$ cat src/rtl/ps2_pkg.sv
// Shared constants for the PS/2 scancode receiver: protocol prefixes,
// game lane key codes and the frame FSM state encoding.
package ps2_pkg;

    localparam logic [7:0] PS2_BREAK = 8'hF0;
    localparam logic [7:0] PS2_EXT   = 8'hE0;

    localparam logic [7:0] KEY_LANE0 = 8'h1C;
    localparam logic [7:0] KEY_LANE1 = 8'h1B;
    localparam logic [7:0] KEY_LANE2 = 8'h23;
    localparam logic [7:0] KEY_LANE3 = 8'h2B;

    localparam logic [1:0] ST_IDLE   = 2'd0;
    localparam logic [1:0] ST_DATA   = 2'd1;
    localparam logic [1:0] ST_PARITY = 2'd2;
    localparam logic [1:0] ST_STOP   = 2'd3;

    // PS/2 uses odd parity over the eight data bits plus the parity bit.
    function automatic logic odd_parity_ok(input logic [7:0] data, input logic par);
        return (^data) ^ par;
    endfunction

endpackage

$ cat src/rtl/ps2_line_filter.sv
// Two-flop synchronizer followed by a glitch filter: the output follows the
// synchronized line only after FILTER_LEN consecutive differing samples.
module ps2_line_filter #(
    parameter int FILTER_LEN = 8
) (
    input  logic clk,
    input  logic reset,
    input  logic i_line,
    output logic o_filt
);

    localparam int CW = (FILTER_LEN > 1) ? $clog2(FILTER_LEN) : 1;
    localparam logic [CW-1:0] CNT_LAST = CW'(FILTER_LEN - 1);

    logic          r_sync1;
    logic          r_sync2;
    logic          r_filt;
    logic [CW-1:0] r_cnt;

    always_ff @(posedge clk or posedge reset) begin
        if (reset) begin
            r_sync1 <= 1'b1;
            r_sync2 <= 1'b1;
            r_filt  <= 1'b1;
            r_cnt   <= '0;
        end else begin
            r_sync1 <= i_line;
            r_sync2 <= r_sync1;
            if (r_sync2 == r_filt) begin
                r_cnt <= '0;
            end else if (r_cnt == CNT_LAST) begin
                r_filt <= r_sync2;
                r_cnt  <= '0;
            end else begin
                r_cnt <= r_cnt + 1'b1;
            end
        end
    end

    assign o_filt = r_filt;

endmodule

$ cat src/rtl/ps2_scancode_rx.sv
// PS/2 keyboard receiver: frames bytes off the filtered clock, validates them,
// and decodes make/break/extended prefixes into a level-held key code.
module ps2_scancode_rx
    import ps2_pkg::*;
#(
    parameter int FILTER_LEN     = 8,
    parameter int TIMEOUT_CYCLES = 50000
) (
    input  logic       clk,
    input  logic       reset,
    input  logic       ps2_clk,
    input  logic       ps2_dat,
    output logic [7:0] datareceived,
    output logic       extended,
    output logic       make_strobe,
    output logic       break_strobe,
    output logic       frame_err
);

    localparam logic [15:0] TO_LAST = 16'(TIMEOUT_CYCLES - 1);

    logic        w_clk_filt;
    logic        w_fall;
    logic        w_timeout;
    logic        w_ok;

    logic        r_dat_s1;
    logic        r_dat_s2;
    logic        r_clk_prev;
    logic [1:0]  r_state;
    logic [2:0]  r_bit_cnt;
    logic [7:0]  r_shift;
    logic        r_par;
    logic        r_stop_bit;
    logic        r_stop_pend;
    logic [15:0] r_idle_cnt;
    logic        r_acc_valid;
    logic        r_acc_err;
    logic [7:0]  r_acc_byte;
    logic        r_brk;
    logic        r_ext;

    ps2_line_filter #(
        .FILTER_LEN (FILTER_LEN)
    ) u_clk_filter (
        .clk    (clk),
        .reset  (reset),
        .i_line (ps2_clk),
        .o_filt (w_clk_filt)
    );

    assign w_fall = r_clk_prev & ~w_clk_filt;
    // An edge in the same cycle as expiry wins: the frame keeps going.
    assign w_timeout = (r_state != ST_IDLE) && !w_fall && (r_idle_cnt >= TO_LAST);
    assign w_ok = odd_parity_ok(r_shift, r_par) & r_stop_bit;

    always_ff @(posedge clk or posedge reset) begin
        if (reset) begin
            r_dat_s1    <= 1'b1;
            r_dat_s2    <= 1'b1;
            r_clk_prev  <= 1'b1;
            r_state     <= ST_IDLE;
            r_bit_cnt   <= '0;
            r_shift     <= '0;
            r_par       <= 1'b0;
            r_stop_bit  <= 1'b0;
            r_stop_pend <= 1'b0;
            r_idle_cnt  <= '0;
        end else begin
            r_dat_s1    <= ps2_dat;
            r_dat_s2    <= r_dat_s1;
            r_clk_prev  <= w_clk_filt;
            r_stop_pend <= 1'b0;

            if (r_state == ST_IDLE || w_fall) begin
                r_idle_cnt <= '0;
            end else if (r_idle_cnt != 16'hFFFF) begin
                r_idle_cnt <= r_idle_cnt + 16'd1;
            end

            if (w_timeout) begin
                r_state   <= ST_IDLE;
                r_bit_cnt <= '0;
            end else if (w_fall) begin
                case (r_state)
                    ST_IDLE: begin
                        if (!r_dat_s2) begin
                            r_state   <= ST_DATA;
                            r_bit_cnt <= '0;
                        end
                    end
                    ST_DATA: begin
                        r_shift   <= {r_dat_s2, r_shift[7:1]};
                        r_bit_cnt <= r_bit_cnt + 3'd1;
                        if (r_bit_cnt == 3'd7) begin
                            r_state <= ST_PARITY;
                        end
                    end
                    ST_PARITY: begin
                        r_par   <= r_dat_s2;
                        r_state <= ST_STOP;
                    end
                    default: begin
                        r_stop_bit  <= r_dat_s2;
                        r_stop_pend <= 1'b1;
                        r_state     <= ST_IDLE;
                    end
                endcase
            end
        end
    end

    // Validate stage: a completed frame becomes either an accepted byte or an error.
    always_ff @(posedge clk or posedge reset) begin
        if (reset) begin
            r_acc_valid <= 1'b0;
            r_acc_err   <= 1'b0;
            r_acc_byte  <= '0;
        end else begin
            r_acc_valid <= r_stop_pend & w_ok;
            r_acc_err   <= (r_stop_pend & ~w_ok) | w_timeout;
            r_acc_byte  <= r_shift;
        end
    end

    always_ff @(posedge clk or posedge reset) begin
        if (reset) begin
            datareceived <= '0;
            extended     <= 1'b0;
            make_strobe  <= 1'b0;
            break_strobe <= 1'b0;
            frame_err    <= 1'b0;
            r_brk        <= 1'b0;
            r_ext        <= 1'b0;
        end else begin
            make_strobe  <= 1'b0;
            break_strobe <= 1'b0;
            frame_err    <= r_acc_err;
            if (r_acc_err) begin
                r_brk <= 1'b0;
                r_ext <= 1'b0;
            end else if (r_acc_valid) begin
                if (r_acc_byte == PS2_BREAK) begin
                    r_brk <= 1'b1;
                end else if (r_acc_byte == PS2_EXT) begin
                    r_ext <= 1'b1;
                end else if (r_brk) begin
                    // Releasing a key other than the held one leaves the output alone.
                    if (r_acc_byte == datareceived && r_ext == extended) begin
                        datareceived <= '0;
                        extended     <= 1'b0;
                        break_strobe <= 1'b1;
                    end
                    r_brk <= 1'b0;
                    r_ext <= 1'b0;
                end else begin
                    if (r_acc_byte != 8'h00 &&
                        (r_acc_byte != datareceived || r_ext != extended)) begin
                        datareceived <= r_acc_byte;
                        extended     <= r_ext;
                        make_strobe  <= 1'b1;
                    end
                    r_ext <= 1'b0;
                end
            end
        end
    end

endmodule

$ cat config.mk
export PLATFORM = sky130hd
export DESIGN_NAME = ps2_scancode_rx
export DESIGN_NICKNAME = d
export VERILOG_FILES = /design/src/rtl/ps2_pkg.sv /design/src/rtl/ps2_line_filter.sv /design/src/rtl/ps2_scancode_rx.sv
export SDC_FILE = /design/constraint.sdc
export NUM_CORES = 1
export LEC_CHECK = 0
export ABC_AREA = 1
export CORE_MARGIN = 5
export CORE_UTILIZATION = 54
export CTS_CLUSTER_DIAMETER = 30
export DETAILED_ROUTE_END_ITERATION = 6
export PLACE_DENSITY_LB_ADDON = 0.1
export SETUP_SLACK_MARGIN = 0.5
export SKIP_LAST_GASP = 1
export SLEW_MARGIN = 20
export SYNTH_ARGS = -nofsm -noshare
export SYNTH_HDL_FRONTEND = slang
export SYNTH_SLANG_ARGS = --single-unit
$ cat constraint.sdc
create_clock -name clk -period 2.8 [get_ports clk]
set_input_delay 0.56 -clock clk [delete_from_list [all_inputs] [get_ports clk]]
set_output_delay 0.56 -clock clk [all_outputs]
set_load 0.1 [all_outputs]
==> results of run 1 <==
==> layer usage <==
metal | up-vias | global-route usage, %
met5 | - | 0
met4 | 0 | 7.31
met3 | 9 | 4.15
met2 | 44 | 26.3
met1 | 1158 | 24.0
li1 | 1289 | -
==> state kept, by name (all words and copies together) (netlist names), 2 cells and up <==
name                count
r_state                 2
r_shift                 8
datareceived            8
u_clk_filter.r_cnt      3
r_acc_byte              8
r_idle_cnt             16
r_bit_cnt               3
==> cells by family after synthesis <==
family | Yosys count
and+or+nand+nor | 212
DFF | 65
buffers and inverters | 51
AOI/OAI and AO/OA | 27
xor gates and xnor gates | 13
adders and majority gates | 9
muxes | 6
==> worst reg2reg max path, delay by kind of cell, from the launching register on <==
kind / cells / cell delay [ns]
simple gates: 3 / 0.71
compound gates: 1 / 0.07
flops: 1 / 0.39
buf+inv: 4 / 0.42
fa+ha+maj: 1 / 0.24
==> power breakdown <==
part | switching (mW) | internal, mW
Clock | 0.382 | 0.324
Sequential | 0.0825 | 1.05
Combinational | 0.407 | 0.230
==> cells in the mapped netlist, types with 8 or more instances <==
library cell / count
a21oi_1: 8
dfrtp_1: 59
ha_1: 9
inv_1: 37
inv_2: 10
nand2_1: 80
nand2_2: 14
nand3_1: 40
nand4_1: 11
nor2_1: 36
o21ai_0: 8
xnor2_1: 9
==> per-stage QoR <==
stage,power [mW],hold slack [ns],setup slack [ns]
floorplan,1.65,0.345,0.623
global placement,1.76,0.346,0.916
detailed placement,1.79,0.353,0.820
CTS,2.50,0.365,0.817
global route,2.64,0.370,0.614
finish,2.47,0.366,0.865
==> how the worst min path moves through the flow <==
stage / slack, ns / cells past startpoint / startpoint / endpoint
6_report: 0.37 / 0 / u_clk_filter.r_sync1 / u_clk_filter.r_sync2
5_1_grt: 0.37 / 0 / u_clk_filter.r_sync1 / u_clk_filter.r_sync2
4_1_cts: 0.36 / 0 / u_clk_filter.r_sync1 / u_clk_filter.r_sync2
3_5_place_dp: 0.35 / 0 / u_clk_filter.r_sync1 / u_clk_filter.r_sync2
3_3_place_gp: 0.35 / 0 / r_dat_s1 / r_dat_s2
2_1_floorplan: 0.35 / 0 / r_dat_s1 / r_dat_s2
==> layout make-up <==
cell class / instances / area (um2)
fillers: 535 / 2230
flip-flops and latches: 65 / 1630
multi-input cells: 267 / 1530
inverters: 47 / 176
repair buffers: 18 / 155
clock buffers: 10 / 128
well taps: 75 / 93.8
clock inverters: 6 / 45.0
==> results.py, run 1 <==
metrics = {
    "clock_tree": {
        "cts_resized": 0,
        "ctsHoldBuffers": 0,
        "cts_buffers": 9,
        "tritoncts": "built",
        "root_buffer": "clkbuf_8",
        "cts.path.max_buffers": 2,
        "postCtsSetupBuffers": 0,
        "cts_htree_levels": 3,
        "clk_pin_slew_worst_paths_ns": 0.07,
        "clk_latency_ns": 0.35,
        "numClockSinks": 65,
    },
    "cells_and_area": {
        "layout-drive-gt1-share_pct": 23.0,
        "final_common_cell": "nand2_1",
        "nets": 421,
        "area_growth_pct": 11.6,
        "finalInstanceArea_um2": 3760,
        "fin_util_pct": 62.8,
        "final-instance-count-excl-fill": 488,
        "antenna_cells": 0,
        "mostFrequentLayoutCells": "nand2_1, dfrtp_1, nand3_1",
    },
    "logic_synthesis": {
        "syn_avg_cell_area_um2": 8.81,
        "syn_area_um2": 3370,
        "synth_top_cell_by_area": "dfrtp_1",
        "synth_top_family_by_area": "simple AND/OR/NAND/NOR gates",
        "synthArstFlopShare_pct": 100,
        "ys_warn_count": 0,
        "synth_xor_area_share_pct": 3.38,
        "syn_nets": 396,
        "synth_compound_area_share_pct": 5.19,
        "muxShareOfSynthArea_pct": 2.00,
        "ys_seq_area_share_pct": 48.4,
        "synthAdderAreaFrac_pct": 3.34,
        "synth-simple-area-share_pct": 31.5,
        "synth-main-ff-cell": "dfrtp_1",
        "synth-edff-count": 0,
        "synth_area_leaders": "dfrtp_1, nand2_1, nand3_1, dfstp_2, inv_1",
        "ys_types": 38,
        "yosysTopAreaCellShare_pct": 43.8,
        "synthCells": 383,
        "ys_ff_latch": 65,
    },
    "die": {
        "core_um2": 5990,
        "die-area_um2": 7930,
        "initial_core_util_pct": 56.3,
        "io_pins": 16,
        "die_h_um": 89.0,
        "die_x_um": 89.0,
        "fp-row-count": 28,
    },
    "drt": {
        "antenna_left": 0,
        "vias": 2500,
        "via_per_inst": 5.12,
        "drtIter0Drc": 118,
        "dr.pass1.iters": 4,
        "drcViolationCount": 0,
        "wl_met2_um": 2610,
        "totalWireLength_um": 5940,
        "dr_wl_met3_um": 247,
        "wl_met1_um": 2970,
        "highest_layer": "met4",
        "wl_per_cell_um": 12.2,
    },
    "sta": {
        "hold_viol_final": 0,
        "fin_crit_sh_pct": 69.1,
        "rsz0062_at_grt": "false",
        "slew_headroom_pct": 67.4,
        "fin_tns_setup_ns": 0,
        "timing.fmax_mhz": 517,
        "finalSetupViolCount": 0,
        "fin_crit_ns": 1.94,
        "fin_worst_skew_ns": 0.0175,
        "drv_slew": 0,
        "tightest_slew_ns": 0.488,
    },
    "worst_setup_path": {
        "critPathCaptureType": "flop",
        "crit_path_max_incr_delay_ns": 0.39,
        "cp_cell_sequence": "inv_1, ha_1, inv_1, nand2_2, inv_1, buf_4, nand3_1, nand3_1, o21ai_2",
        "cp-start-kind": "flop",
        "slowest_stage": "dfrtp_1",
        "r2r_cells": 9,
        "regToRegStartpoint": "r_state[0]",
        "worst_ep_arrival_time_ns": 2.16,
        "endpoint": "r_idle_cnt[0]",
        "startpoint": "r_state[0]",
        "cp_common_cell": "inv_1",
        "worstPathMaxFanout": 14,
        "path_depth": 9,
        "reg2reg_to": "r_idle_cnt[0]",
        "cp_top_family": "simple AND/OR/NAND/NOR gates",
        "worstSetupPathType": "reg2reg",
        "crit_required_ns": 3.02,
        "reg2reg_setup_slack_ns": 0.86,
        "worst-path-buf-inv": 4,
    },
    "placement": {
        "gp_congestion": 0.879,
        "place_inst": 472,
        "placed_cell_area_um2": 3590,
        "port_buffers": 15,
        "dpl.hpwl_um": 4370,
    },
    "grt": {
        "grt_usage_pct": 17.4,
        "grt_pass1_wl_um": 10600,
        "grt_pass1_vias": 2344,
        "grt_max_degree": 36,
        "antenna_found_initial": 0,
        "grt.overflow.total": 0,
    },
    "pwr": {
        "vdd_ir_drop_max_uv": 440,
        "power_density_nw_per_um2": 657,
        "p_leak_nw": 1.93,
    },
    "worst_hold_path": {
        "hp-class": "reg2reg",
    },
    "run_status": {
        "status": "complete, no violations",
    },
    "flow_run": {
        "drv_cap": 0,
    },
}
Power figures use the tool's default switching activity.
==> run 2: changes to the inputs <==
==> constraint.sdc (replaced) <==
create_clock -name clk -period 1.9 [get_ports clk]
set_input_delay 0.38 -clock clk [delete_from_list [all_inputs] [get_ports clk]]
set_output_delay 0.38 -clock clk [all_outputs]
set_load 0.1 [all_outputs]
==> run 2 against run 1 <==
First-iteration DRC count up 120%. Highest routed layer unchanged. Fmax up 26%. Core utilization up 16 points. Register-to-register slack worse by 0.50 ns.
==> results.py, run 2 (synthesized netlist as in run 1, its figures left out) <==
metrics = {
    "run_status": {
        "status": "complete, no violations",
    },
    "die": {
        "die_x_um": 89.0,
        "fp-row-count": 28,
        "die-area_um2": 7930,
        "io_pins": 16,
        "core_um2": 5990,
        "initial_core_util_pct": 56.3,
        "die_h_um": 89.0,
    },
    "placement": {
        "placed_cell_area_um2": 3760,
        "place_inst": 472,
        "dpl.hpwl_um": 4500,
        "gp_congestion": 0.841,
        "port_buffers": 15,
        "place_worst_setup_slack_ns": 0.269,
    },
    "drt": {
        "totalWireLength_um": 8200,
        "vias": 2942,
        "wl_per_cell_um": 15.5,
        "antenna_left": 0,
        "drcViolationCount": 0,
        "via_per_inst": 5.57,
        "dr.pass1.iters": 4,
        "drtIter0Drc": 258,
    },
    "worst_setup_path": {
        "regToRegStartpoint": "r_idle_cnt[0]",
        "worst_ep_arrival_time_ns": 1.81,
        "worstSetupPathType": "reg2reg",
        "worstPathMaxFanout": 4,
        "r2r_cells": 10,
        "crit_required_ns": 2.17,
        "cp-start-kind": "flop",
        "critPathCaptureType": "flop",
        "reg2reg_setup_slack_ns": 0.36,
        "reg2reg_to": "r_idle_cnt[10]",
    },
    "flow_run": {
        "drv_cap": 0,
    },
    "sta": {
        "drv_slew": 0,
        "setup_slack_ns": 0.360,
        "slew_headroom_pct": 66.5,
        "timing.fmax_mhz": 649,
        "hold_viol_final": 0,
        "fin_crit_sh_pct": 81.0,
        "fin_crit_ns": 1.54,
        "hold-worst-slack_ns": 0.359,
        "fin_worst_skew_ns": 0.00695,
        "fin_tns_setup_ns": 0,
        "rsz0062_at_grt": "true",
        "tightest_slew_ns": 0.502,
        "finalSetupViolCount": 0,
    },
    "cells_and_area": {
        "antenna_cells": 0,
        "final-instance-count-excl-fill": 528,
        "layout-drive-gt1-share_pct": 45.5,
        "top_register": "r_idle_cnt",
        "fin_util_pct": 78.6,
        "finalInstanceArea_um2": 4710,
        "nets": 461,
        "num-fill-cells": 349,
        "area_growth_pct": 39.5,
        "final_common_cell": "nand2_1",
        "mostFrequentLayoutCells": "nand2_1, dfrtp_1, buf_4",
        "largest_reg_flops": 16,
    },
    "clock_tree": {
        "clk_pin_slew_worst_paths_ns": 0.07,
        "cts_htree_levels": 3,
        "tritoncts": "built",
        "cts_buffers": 9,
        "cts.path.max_buffers": 2,
        "numClockSinks": 65,
        "clk_latency_ns": 0.34,
        "root_buffer": "clkbuf_8",
    },
    "grt": {
        "gr-max-usage-layer": "met2",
        "grt_max_degree": 66,
        "grt_util_met1_pct": 27.8,
        "grt.overflow.total": 0,
        "grt_pass1_wl_um": 12600,
        "antenna_found_initial": 0,
        "grt_use_met2_pct": 32.9,
        "grt_usage_pct": 20.7,
        "use_met3_pct": 4.06,
        "grt_pass1_vias": 2738,
    },
    "pwr": {
        "power_density_nw_per_um2": 1000,
        "vdd_ir_drop_max_uv": 715,
        "p_leak_nw": 2.29,
        "power_mw": 4.71,
    },
    "worst_hold_path": {
        "hold_path_startpoint": "u_clk_filter.r_sync1",
        "hold_depth": 0,
        "worstHoldEndpoint": "u_clk_filter.r_sync2",
        "hp-class": "reg2reg",
    },
}
==> run 2: cell types whose count changed in the layout (fill, tap and decap cells not counted), moves of 10 or more <==
cell     before  now
dfrtp_1      59   48
buf_4        14   35
inv_1        36   26
buf_12        1   12
nand2_1      80   64
nand3_1      40   22
nand3_2       4   18
==> run 2: what timing repair did <==
item	in CTS	in global routing
resized for setup	35	67
buffers inserted	16	22
cloned	2	0
hold buffers	0	0
pin swaps	13	23
endpoints found under the setup margin	46	48
==> run 2: cell type report <==
| cell class | count | area (um2) | share of cell area [%] |
|---|---|---|---|
| Multi-Input combinational cell | 269 | 1930 | 41.0 |
| Sequential cell | 65 | 1670 | 35.5 |
| Timing Repair Buffer | 56 | 601 | 12.8 |
| Inverter | 47 | 189 | 4.01 |
| Clock buffer | 11 | 141 | 3.00 |
| Tap cell | 75 | 93.8 | 1.99 |
| Clock inverter | 5 | 80.1 | 1.70 |
==> run 2: critical path, stage by stage, from the launching register on <==
cell	delay [ns]
dfrtp_1	0.41
ha_4	0.18
buf_12	0.11
nand3_4	0.08
nor2_4	0.15
nand2_2	0.08
nor2_4	0.12
nand2_2	0.10
nand3_2	0.10
nor2_1	0.05
nor2_1	0.09
==> run 2: per-layer routing <==
metal / vias up / part of all wire, % / wire (um)
met5: - / 0 / 0
met4: 0 / 3.2 / 261
met3: 34 / 6.4 / 526
met2: 118 / 49 / 4010
met1: 1422 / 42 / 3410
li1: 1368 / - / -
==> run 2: worst max path at each step <==
stage | slack (ns) | depth (start not counted) | end | startpoint
after floorplan | 0.36 | 8 | datareceived[1] | extended
after global placement | 0.31 | 6 | r_idle_cnt[6] | r_idle_cnt[0]
after detailed placement | 0.27 | 6 | r_idle_cnt[13] | r_idle_cnt[0]
after CTS | 0.41 | 9 | extended | datareceived[0]
after global routing | 0.27 | 11 | r_bit_cnt[1] | r_idle_cnt[8]
final | 0.36 | 10 | r_idle_cnt[10] | r_idle_cnt[0]
==> run 2: where the power goes <==
| group | internal, mW | total [mW] | switching [mW] |
|---|---|---|---|
| registers | 1.55 | 1.67 | 0.128 |
| logic | 0.760 | 1.73 | 0.966 |
| clock network | 0.773 | 1.31 | 0.541 |
| total | 3.08 | 4.71 | 1.64 |
